==> config.mk <==
export PLATFORM = sky130hd
export DESIGN_NAME = led_matrix_driver
export DESIGN_NICKNAME = d
export VERILOG_FILES = /design/src/rtl/led_matrix_driver_pkg.sv /design/src/rtl/led_row_scanner.sv /design/src/rtl/led_matrix_driver.sv
export SDC_FILE = /design/constraint.sdc
export NUM_CORES = 1
export LEC_CHECK = 0
export BUFFER_PORTS_ARGS = -buffer_cell sky130_fd_sc_hd__clkbuf_2
export CORE_MARGIN = 5
export CORE_UTILIZATION = 55
export CTS_BUF_LIST = sky130_fd_sc_hd__clkbuf_4
export DETAILED_ROUTE_END_ITERATION = 8
export PLACE_DENSITY = 0.72
export SYNTH_ARGS = -nofsm -noshare
export SYNTH_HDL_FRONTEND = slang
export SYNTH_SLANG_ARGS = --single-unit
==> constraint.sdc <==
create_clock -name clk -period 3.45 [get_ports clk]
set_clock_uncertainty 0.05 [all_clocks]
set_input_delay 0.5175 -clock clk [delete_from_list [all_inputs] [get_ports clk]]
set_output_delay 0.5175 -clock clk [all_outputs]
set_load 0.005 [all_outputs]
==> src/rtl/led_matrix_driver_pkg.sv <==
`default_nettype none
// +----------------------------------------------------------------------+
// | led_matrix_driver_pkg                                                |
// | Shared matrix geometry, scan FSM states and a one-hot helper.        |
// | Revision: 1.0                                                        |
// +----------------------------------------------------------------------+
package led_matrix_driver_pkg;

  localparam int MATRIX_DIM = 8;
  localparam int ROW_W      = 3;

  typedef enum logic [0:0] {
    ST_BLANK = 1'b0,
    ST_DRIVE = 1'b1
  } scan_state_e;

  typedef logic [MATRIX_DIM-1:0] pixel_row_t;

  function automatic pixel_row_t row_onehot(input logic [ROW_W-1:0] row);
    pixel_row_t v;
    v      = '0;
    v[row] = 1'b1;
    return v;
  endfunction

endpackage
`default_nettype wire

==> src/rtl/led_row_scanner.sv <==
`default_nettype none
// +----------------------------------------------------------------------+
// | led_row_scanner                                                      |
// | BLANK/DRIVE row scan sequencer with dwell/blank counters and         |
// | end-of-frame pulse.                                                  |
// | Revision: 1.0                                                        |
// +----------------------------------------------------------------------+
module led_row_scanner
  import led_matrix_driver_pkg::*;
#(
  parameter int DWELL_CYCLES = 1000,
  parameter int BLANK_CYCLES = 16
) (
  input  logic             clk,
  input  logic             reset,
  output logic [ROW_W-1:0] row_o,
  output logic             drive_o,
  output logic             drive_start_o,
  output logic             frame_done_o
);

  localparam int DW_W = $clog2(DWELL_CYCLES) + 1;
  localparam int BL_W = $clog2(BLANK_CYCLES) + 1;
  localparam logic [DW_W-1:0]  DWELL_LAST = DW_W'(DWELL_CYCLES - 1);
  localparam logic [BL_W-1:0]  BLANK_LAST = BL_W'(BLANK_CYCLES - 1);
  localparam logic [ROW_W-1:0] ROW_LAST   = ROW_W'(MATRIX_DIM - 1);

  scan_state_e      state_q, state_d;
  logic [DW_W-1:0]  dwell_q, dwell_d;
  logic [BL_W-1:0]  blank_q, blank_d;
  logic [ROW_W-1:0] row_q, row_d;

  always_ff @(posedge clk) begin
    if (reset) begin
      state_q <= ST_BLANK;
      dwell_q <= '0;
      blank_q <= '0;
      row_q   <= '0;
    end else begin
      state_q <= state_d;
      dwell_q <= dwell_d;
      blank_q <= blank_d;
      row_q   <= row_d;
    end
  end

  // Each counter only runs in its own state and is held at zero otherwise,
  // so it never counts past its terminal value.
  always_comb begin
    state_d       = state_q;
    dwell_d       = '0;
    blank_d       = '0;
    row_d         = row_q;
    drive_start_o = 1'b0;
    frame_done_o  = 1'b0;
    case (state_q)
      ST_BLANK: begin
        if (blank_q == BLANK_LAST) begin
          state_d       = ST_DRIVE;
          drive_start_o = 1'b1;
        end else begin
          blank_d = blank_q + 1'b1;
        end
      end
      ST_DRIVE: begin
        if (dwell_q == DWELL_LAST) begin
          state_d      = ST_BLANK;
          row_d        = row_q + 1'b1;
          frame_done_o = (row_q == ROW_LAST);
        end else begin
          dwell_d = dwell_q + 1'b1;
        end
      end
      default: state_d = ST_BLANK;
    endcase
  end

  assign row_o   = row_q;
  assign drive_o = (state_q == ST_DRIVE);

endmodule
`default_nettype wire

==> src/rtl/led_matrix_driver.sv <==
`default_nettype none
// +----------------------------------------------------------------------+
// | led_matrix_driver                                                    |
// | 8x8 LED matrix framebuffer with CPU write/readback and row scan.     |
// | Optional macro FB_DOUBLE_BUFFER_EN: front/back buffers with swap.    |
// | Revision: 1.0                                                        |
// +----------------------------------------------------------------------+
module led_matrix_driver
  import led_matrix_driver_pkg::*;
#(
  parameter int DWELL_CYCLES = 1000,
  parameter int BLANK_CYCLES = 16
) (
  input  logic                  clk,
  input  logic                  reset,
  input  logic                  wr_en,
  input  logic [ROW_W-1:0]      wr_row,
  input  logic [MATRIX_DIM-1:0] wr_data,
  input  logic [ROW_W-1:0]      rd_row,
  output logic [MATRIX_DIM-1:0] rd_data,
  input  logic                  swap_req,
  output logic                  swap_ack,
  output logic                  frame_done,
  output logic [MATRIX_DIM-1:0] led_row,
  output logic [MATRIX_DIM-1:0] led_col
);

  logic [ROW_W-1:0] scan_row;
  logic             scan_drive;
  logic             scan_start;
  logic             scan_frame_done;

  led_row_scanner #(
    .DWELL_CYCLES (DWELL_CYCLES),
    .BLANK_CYCLES (BLANK_CYCLES)
  ) u_scanner (
    .clk           (clk),
    .reset         (reset),
    .row_o         (scan_row),
    .drive_o       (scan_drive),
    .drive_start_o (scan_start),
    .frame_done_o  (scan_frame_done)
  );

  pixel_row_t col_q;
  pixel_row_t rd_data_q;

`ifdef FB_DOUBLE_BUFFER_EN
  pixel_row_t fb0_q [MATRIX_DIM];
  pixel_row_t fb1_q [MATRIX_DIM];
  logic       front_q;
  logic       pending_q;
  logic       swap_now;

  // front_q selects the displayed buffer; the other one is the CPU's.
  assign swap_now = scan_frame_done & pending_q;

  always_ff @(posedge clk) begin
    if (reset) begin
      for (int i = 0; i < MATRIX_DIM; i++) begin
        fb0_q[i] <= '0;
        fb1_q[i] <= '0;
      end
      front_q   <= 1'b0;
      pending_q <= 1'b0;
      rd_data_q <= '0;
      col_q     <= '0;
    end else begin
      if (wr_en) begin
        if (front_q) fb0_q[wr_row] <= wr_data;
        else         fb1_q[wr_row] <= wr_data;
      end
      rd_data_q <= front_q ? fb0_q[rd_row] : fb1_q[rd_row];
      if (scan_start) begin
        col_q <= front_q ? fb1_q[scan_row] : fb0_q[scan_row];
      end
      // A request arriving on the swap cycle itself is held for the next frame.
      if (swap_now) begin
        front_q   <= ~front_q;
        pending_q <= swap_req;
      end else if (swap_req) begin
        pending_q <= 1'b1;
      end
    end
  end

  assign swap_ack = swap_now;
`else
  pixel_row_t fb_q [MATRIX_DIM];
  logic       unused_swap_req;

  always_ff @(posedge clk) begin
    if (reset) begin
      for (int i = 0; i < MATRIX_DIM; i++) begin
        fb_q[i] <= '0;
      end
      rd_data_q <= '0;
      col_q     <= '0;
    end else begin
      if (wr_en) begin
        fb_q[wr_row] <= wr_data;
      end
      rd_data_q <= fb_q[rd_row];
      if (scan_start) begin
        col_q <= fb_q[scan_row];
      end
    end
  end

  assign unused_swap_req = swap_req;
  assign swap_ack        = 1'b0;
`endif

  assign rd_data    = rd_data_q;
  assign frame_done = scan_frame_done;
  assign led_row    = scan_drive ? row_onehot(scan_row) : '0;
  assign led_col    = scan_drive ? col_q : '0;

endmodule
`default_nettype wire
After elaboration in Yosys (flattened, before gate mapping)
Memory sizes are Yosys's and may differ from the RTL's. A register that Yosys moved wholly into a read port is not among the register bits.
Index checks and enable logic that the tools add are counted.
- add/sub/neg operators: 3
- $lt $le $gt $ge: 2
- equality and inequality tests: 3
- muxes and demuxes: 18
- bitwise logic cells: 1
- reductions and logical operators: 5
- operators with widths (kind ; number):
    two-way mux 8 bit ; 3
    two-way mux 1 bit ; 12
    adder 11 x 1 -> 11 bit (second input constant) ; 1
    equality test 11 x 10 -> 1 bit (second input constant) ; 1
    OR reduction 8 bit ; 1
    OR reduction 3 bit ; 2
    adder 5 x 1 -> 5 bit (second input constant) ; 1
    equality test 5 x 4 -> 1 bit (second input constant) ; 1
    < comparator 3 x 4 -> 1 bit (second input constant) ; 1
    adder 3 x 1 -> 3 bit (second input constant) ; 1
    demux 1 bit (select 3 bit) ; 1
    equality test 3 bit (second input constant) ; 1
    greater-or-equal comparator 3 x 1 -> 1 bit (second input constant) ; 1
    two-way mux 3 bit ; 1
    one-hot mux 1 bit (2 select lines) ; 1
    AND reduction 2 bit ; 1
    logical AND 1 bit ; 1
    NOT 1 bit ; 1
- flip-flop bits (word level): 20
- bits in writable memories: 64
- bits of input ports: 18
- output and inout port bits: 26
- logic and storage cells: 37
- memories kept: 1
- memory list (name ; words ; bits a word ; read ports ; clocked after Yosys merged registers in ; wr ports ; line ; RTL):
    fb_q ; 8 ; 8 ; 2 ; 2 ; 8 ; led_matrix_driver.sv:89 ; pixel_row_t fb_q [MATRIX_DIM];

Longest topological paths before layout
Gate-level depths: netlist (run 1).
- depth in word-level cells: 5
- gate-level depth with buffers: 8
- gate-level depth less buffers: 7

Modules after synthesis
From an unflattened synthesis (run 1), not the netlist that was laid out.
- cells, all modules: 414
- area, all modules: 4957.3 µm²
- by module, submodules not included (module ; times used ; cells an instance ; area each (µm²)):
    led_matrix_driver ; 1 ; 319 ; 4072.7
    led_row_scanner ; 1 ; 95 ; 884.6

Least setup slack after synthesis (run 1)
No wires, ideal clock.
- kind: reg-to-output
- start: reg u_scanner.dwell_q[0]
- end: out frame_done
- arrival: 1.284 ns
- data required time: 2.882 ns
- setup slack: 1.598 ns
- stages on the path, launching flop included: 7
- buffers on the path: 1
- cell sequence: dfxtp_1 ha_1 nand2_1 nor4_2 and3_1 buf_6 and2_1
- cells in the longest elaborated chain, start to end: 3
- RTL lines (element ; line ; RTL):
    start, declared ; led_row_scanner.sv:29 ; logic [DW_W-1:0] dwell_q, dwell_d;
    start signal, assigned ; led_row_scanner.sv:41 ; dwell_q <= dwell_d;
    equality test 11 x 10 -> 1 bit ; led_row_scanner.sv:66 ; if (dwell_q == DWELL_LAST) begin
    two-way mux 1 bit ; led_row_scanner.sv:66 ;
    two-way mux 1 bit ; led_row_scanner.sv:56 ; case (state_q)
    end, declared ; led_matrix_driver.sv:23 ; output logic frame_done,
Every way passes these cells.

Worst setup path in the final report (run 1)
Same ends and word-level chain as after synthesis.

==> results of run 1 <==
-- synth_stat cells (6+ instances only) --
library cell	count	share of area, %
and2_1	73	9.1
edfxtp_1	64	38
nor2_1	52	3.9
dfxtp_1	36	14
mux2i_1	25	5.0
mux4_2	16	7.2
nand2b_1	15	1.9
nand2_1	13	0.97
nor3_1	10	1.0
or2_2	8	1.0
a21oi_1	7	0.70
buf_2	6	0.60
clkbuf_1	6	0.45
inv_1	6	0.45
nand3_1	6	0.60
-- state kept, by name (all words and copies together), names as in the netlist --
signal,count
u_scanner.dwell_q,11
fb_q,64
u_scanner.blank_q,5
u_scanner.row_o,3
rd_data,8
col_q,8
u_scanner.drive_o,1
-- cells by family (layout without fill, tap and decap cells) --
kind of cell               count (synthesis)  count (layout)
AOI/OAI and AO/OA                         32              32
adders and majority gates                  5               5
muxes                                     50              50
buffers and inverters                     29              74
other                                      1               1
and+or+nand+nor                          193             193
DFF                                      100             100
xor gates and xnor gates                   9               9
-- critical path, cell delays in order (launching register included) --
cell and delay, ns:
dfxtp_1 0.39, ha_1 0.24, nand2_1 0.09, nor4_2 0.32, and3_1 0.36, and2_1 0.16
clkbuf_2 0.11
-- power breakdown --
| group | switching, mW | leakage, nW | internal [mW] |
|---|---|---|---|
| Sequential | 0.0315 | 0.906 | 1.33 |
| Combinational | 0.0888 | 1.02 | 0.0805 |
| Clock | 0.404 | 0.0772 | 0.236 |
| Total | 0.524 | 2.01 | 1.65 |
-- worst paths after layout --
path                                                 startpoint                               to  slack (ns)  cells past startpoint
worst max-delay path            u_scanner.dwell_q[0]$_SDFF_PP0_                       frame_done        0.79                      6
worst min-delay path                                 wr_data[7]         fb_q[2][7]$_SDFFCE_PN0P_        0.39                      2
worst max register to register  u_scanner.blank_q[0]$_SDFF_PP0_            col_q[1]$_SDFFE_PP0P_        1.47                      8
worst min register to register  u_scanner.blank_q[0]$_SDFF_PP0_  u_scanner.blank_q[0]$_SDFF_PP0_        0.41                      1
-- final cells by class --
cell class                 count  area, µm²
clock inverter                 6       72.6
sequential                   100       2640
multi-input combinational    290       2190
clock buffer                  10       75.1
timing repair buffer          52        288
fill                         720       3380
inverter                       6       22.5
tap                          108        135
-- routing by layer --
layer	global-route usage (%)	routed length, µm	vias up	share of wire, %
met5	0	0	-	0
met4	5.25	120	0	1.2
met3	3.42	606	13	5.9
met2	30.7	4750	91	46
met1	27.8	4880	1554	47
li1	-	-	1573	-
-- metrics by stage --
step	setup WS, ns	hold WS [ns]	area [µm²]	util (%)	total power, mW
floorplan	1.60	0.368	5010	-	1.49
global placement	1.15	0.380	5280	60.0	1.55
detailed placement	1.13	0.392	5280	60.0	1.56
CTS	0.749	0.376	5430	61.6	2.19
global route	0.608	0.404	5430	61.6	2.25
finish	0.787	0.391	5430	61.6	2.17
==> run_results.csv, run 1 <==
group,metric,value,unit
cells_and_area,fin_nets,482,
min_path,hp-class,"in -> reg",
synth,ys_seq_elements,100,
place,place_inst,556,
critical_path,critPathMaxFanout,5,
synth,ys_seq_area_share,52.7,%
clocking,cts_buffers,9,
clocking,cts_tree,"built",
cells_and_area,mostFrequentLayoutCells,"and2_1 (73), edfxtp_1 (64), nor2_1 (52), clkbuf_2 (41), dfxtp_1 (36)",
route,routed_via_density,5.65,
timing,grt_setup_unrepaired,"no",
timing,hold_violations,0,
synth,synth_ff_type,"edfxtp_1",
critical_path,criticalPathCategory,"reg -> out",
pwr,leakage,2.01,nW
timing,worst_pin_slew,0.646,ns
synth,synth_simple_gate_area_share,21.1,%
timing,post-route-min-period,2.66,ns
route,drtAntennaViolNets,0,
synth,synth_edf_count,64,
global_routing,grt_max_degree,37,
route,drt_iter0_drc,131,
route,drc,0,
global_routing,grt-ovfl-total,0,
synth,synth_top_family_by_area,"simple AND/OR/NAND/NOR gates",
place,dp_hpwl,7320,µm
global_routing,grtUsageTotal,19.4,%
cells_and_area,syn_to_final_growth,8.26,%
synth,synth_cell_types,51,
global_routing,antenna_found_initial,0,
die,row_count,34,
clocking,cts_buffer_depth,2,
pwr,peakVddDrop,0.000238,V
timing,fmax,376,MHz
route,finalWirelength,10400,µm
clocking,cts_hold_buf,0,
timing,fin_crit_sh,77.2,%
timing,setup_violations,0,
synth,synth_mux_area_share,15.5,%
synth,ys_async_sr_fraction,0,%
clocking,cts.clk_slew.worst_paths,0.15,ns
synth,synth-compound-area-share,4.29,%
cells_and_area,stdcell_count,572,
clocking,post_cts_buffers,0,
timing,fin_tns_setup,0,ns
die,die_area,11100,µm²
global_routing,grt_pass1_vias,3114,
die,start_util,56.9,%
synth,syn-instance-count,419,
synth,syn_nets,442,
critical_path,critPathRequiredTime,2.88,ns
clocking,cts_resized,0,
synth,yosys.area_share.adder,1.25,%
critical_path,critPathCaptureType,"output port",
timing,drv_slew,0,
critical_path,cp.arrival,2.10,ns
flow_run,drv_cap,0,
clocking,root_buffer,"clkbuf_4",
clocking,clk-insertion-delay-late,0.45,ns
run_status,status,"finished clean",
global_routing,grt_pass1_wl,16800,µm
synth,ys_warn_count,0,
synth,synth.avg_cell_area,12.0,µm²
place,place.gp.congestion,0.828,
route,drt_first_pass_iters,4,
clocking,cts_num_sinks,100,
route,wire_per_inst,18.1,µm
die,ios,44,
timing,maxSlewHeadroom,56.9,%
die,fp.dieW,105,µm
place,portBuffers,41,
route,num_vias,3231,
clocking,cts_max_level,3,
cells_and_area,antenna_cells,0,
die,core-area,8810,µm²
die,die_h,105,µm
synth,synthXorXnorAreaFrac,1.57,%
critical_path,start_kind,"flip-flop",
pwr,power_density,400,nW/µm²
cells_and_area,mostFrequentLayoutCell,"and2_1",
synth,synth.cell_area,5010,µm²
cells_and_area,final_layout_size_suffix_gt1_share,21.8,%
Note: power is estimated with default switching activity, not from simulation.
==> run 2, diff against run 1 <==
PLACE_DENSITY = 0.75   (was 0.72)
clock period = 2.3 ns   (was 3.45 ns; I/O delays follow)
==> run 2 against run 1 <==
Effect of this change: wire length down 1.6%; register-to-register slack lost 1.1 ns; via count grew 1.3%; first-iteration DRC count grew 76%; largest cell class unchanged; largest power group unchanged; highest routed layer unchanged.
==> run_results.csv, run 2 (synthesis gave the netlist of run 1 again) <==
group,metric,value,unit
die,start_util,56.9,%
global_routing,antenna_found_initial,0,
die,row_count,34,
pwr,leakage,2.08,nW
cells_and_area,nFillCells,663,
die,die_area,11100,µm²
clocking,cts_buffer_depth,2,
cells_and_area,fin_util,63.4,%
timing,setup_violations,0,
global_routing,grt_max_degree,34,
cells_and_area,top_regs,"fb_q: 64 flops, u_scanner.dwell_q: 11 flops",
global_routing,grtUsageTotal,19.1,%
route,drt_first_pass_iters,4,
clocking,cts_tree,"built",
timing,fmax,449,MHz
critical_path,start_kind,"flip-flop",
min_path,hp-class,"in -> reg",
route,drc,0,
cells_and_area,mostFrequentLayoutCell,"and2_1",
critical_path,worst_r2r_path_depth,8,
min_path,hold_start,"wr_data[7]",
clocking,cts_num_sinks,100,
global_routing,grt_pass1_vias,3125,
place,dp_hpwl,7650,µm
timing,grt_setup_unrepaired,"yes",
cells_and_area,final_layout_size_suffix_gt1_share,24.6,%
route,drt_iter0_drc,231,
route,drtAntennaViolNets,0,
critical_path,cp-endpoint,"frame_done",
critical_path,cp.arrival,1.83,ns
clocking,cts.clk_slew.worst_paths,0.16,ns
critical_path,r2r_start,"u_scanner.blank_q[0]$_SDFF_PP0_",
critical_path,r2r-end,"col_q[2]$_SDFFE_PP0P_",
clocking,clk-insertion-delay-late,0.44,ns
cells_and_area,fin_nets,493,
critical_path,critPathMaxFanout,4,
die,ios,44,
route,wire_per_inst,17.5,µm
cells_and_area,syn_to_final_growth,11.3,%
timing,post-route-min-period,2.23,ns
clocking,root_buffer,"clkbuf_4",
route,finalWirelength,10200,µm
critical_path,criticalPathCategory,"reg -> out",
timing,fin_crit_sh,96.9,%
global_routing,grt-ovfl-total,0,
timing,fin_tns_setup,0,ns
clocking,cts_max_level,3,
pwr,power_density,607,nW/µm²
critical_path,crit_path_start,"u_scanner.dwell_q[0]$_SDFF_PP0_",
clocking,cts_hold_buf,0,
cells_and_area,regMostFlops,"fb_q",
die,core-area,8810,µm²
run_status,status,"finished clean",
critical_path,critPathCaptureType,"output port",
route,num_vias,3272,
global_routing,grt_pass1_wl,16700,µm
cells_and_area,mostFrequentLayoutCells,"and2_1 (73), edfxtp_1 (64), nor2_1 (52), clkbuf_2 (41), dfxtp_1 (33)",
cells_and_area,largest_reg_flops,64,
timing,hold_violations,0,
place,place.gp.congestion,0.801,
cells_and_area,antenna_cells,0,
pwr,peakVddDrop,0.000339,V
critical_path,critPathRequiredTime,1.90,ns
die,fp.dieW,105,µm
die,die_h,105,µm
critical_path,reg2reg_slack,0.41,ns
place,portBuffers,41,
route,routed_via_density,5.61,
flow_run,drv_cap,0,
clocking,cts_buffers,9,
timing,drv_slew,0,
run 2: changes by cell type in the layout (fill, tap and decap cells not counted), moves of 2 or more:
cell and change:
buf_4 +10, clkinv_4 -3, dfxtp_2 +2, dfxtp_1 -3
run 2: timing repair:
item / in CTS / in global routing
pin swaps: 0 / 1
endpoints found under the setup margin: 1 / 3
gates resized for setup: 1 / 7
buffers inserted: 0 / 1
run 2: how the worst min path moves through the flow:
stage | slack [ns] | end | depth (start not counted)
2_1_floorplan | 0.37 | u_scanner.dwell_q[0]$_SDFF_PP0_ | 1
3_3_place_gp | 0.38 | u_scanner.dwell_q[0]$_SDFF_PP0_ | 1
3_5_place_dp | 0.39 | u_scanner.blank_q[0]$_SDFF_PP0_ | 1
4_1_cts | 0.21 | fb_q[5][7]$_SDFFCE_PN0P_ | 2
5_1_grt | 0.22 | fb_q[5][2]$_SDFFCE_PN0P_ | 2
6_report | 0.23 | fb_q[3][7]$_SDFFCE_PN0P_ | 2
run 2: layout make-up:
| cell class | count | area (µm²) | share of cell area [%] |
|---|---|---|---|
| clock inverter | 7 | 104 | 1.86 |
| multi-input combinational | 290 | 2220 | 39.8 |
| sequential | 100 | 2650 | 47.5 |
| timing repair buffer | 63 | 383 | 6.86 |
| clock buffer | 9 | 67.6 | 1.21 |
| tap | 108 | 135 | 2.42 |
| inverter | 6 | 22.5 | 0.404 |
run 2: worst max-delay path, cell delays in order (launching register included):
cell	delay, ns
dfxtp_4	0.40
ha_4	0.15
nand2_1	0.08
nor4_4	0.30
and3_4	0.23
and2_1	0.12
clkbuf_2	0.11
run 2: per-stage QoR:
step	worst slack, ns	area [µm²]	total power, mW	std cells	hold WS, ns
floorplan	0.531	5010	2.24	419	0.368
global placement	0.454	5370	2.33	566	0.378
detailed placement	0.399	5370	2.35	566	0.388
CTS	0.0151	5550	3.40	582	0.206
global route	-0.0333	5580	3.50	583	0.217
finish	0.0721	5580	3.39	583	0.229
run 2: metal layers:
metal | vias up | global-route usage, % | wire [µm]
met5 | - | 0 | 0
met4 | 0 | 5.06 | 114
met3 | 11 | 4.16 | 567
met2 | 87 | 30.0 | 4830
met1 | 1582 | 27.0 | 4670
li1 | 1592 | - | -
run 2: power by group:
part,internal [mW],switching (mW)
clock,0.456,0.627
combinational,0.125,0.135
sequential,2.00,0.0460
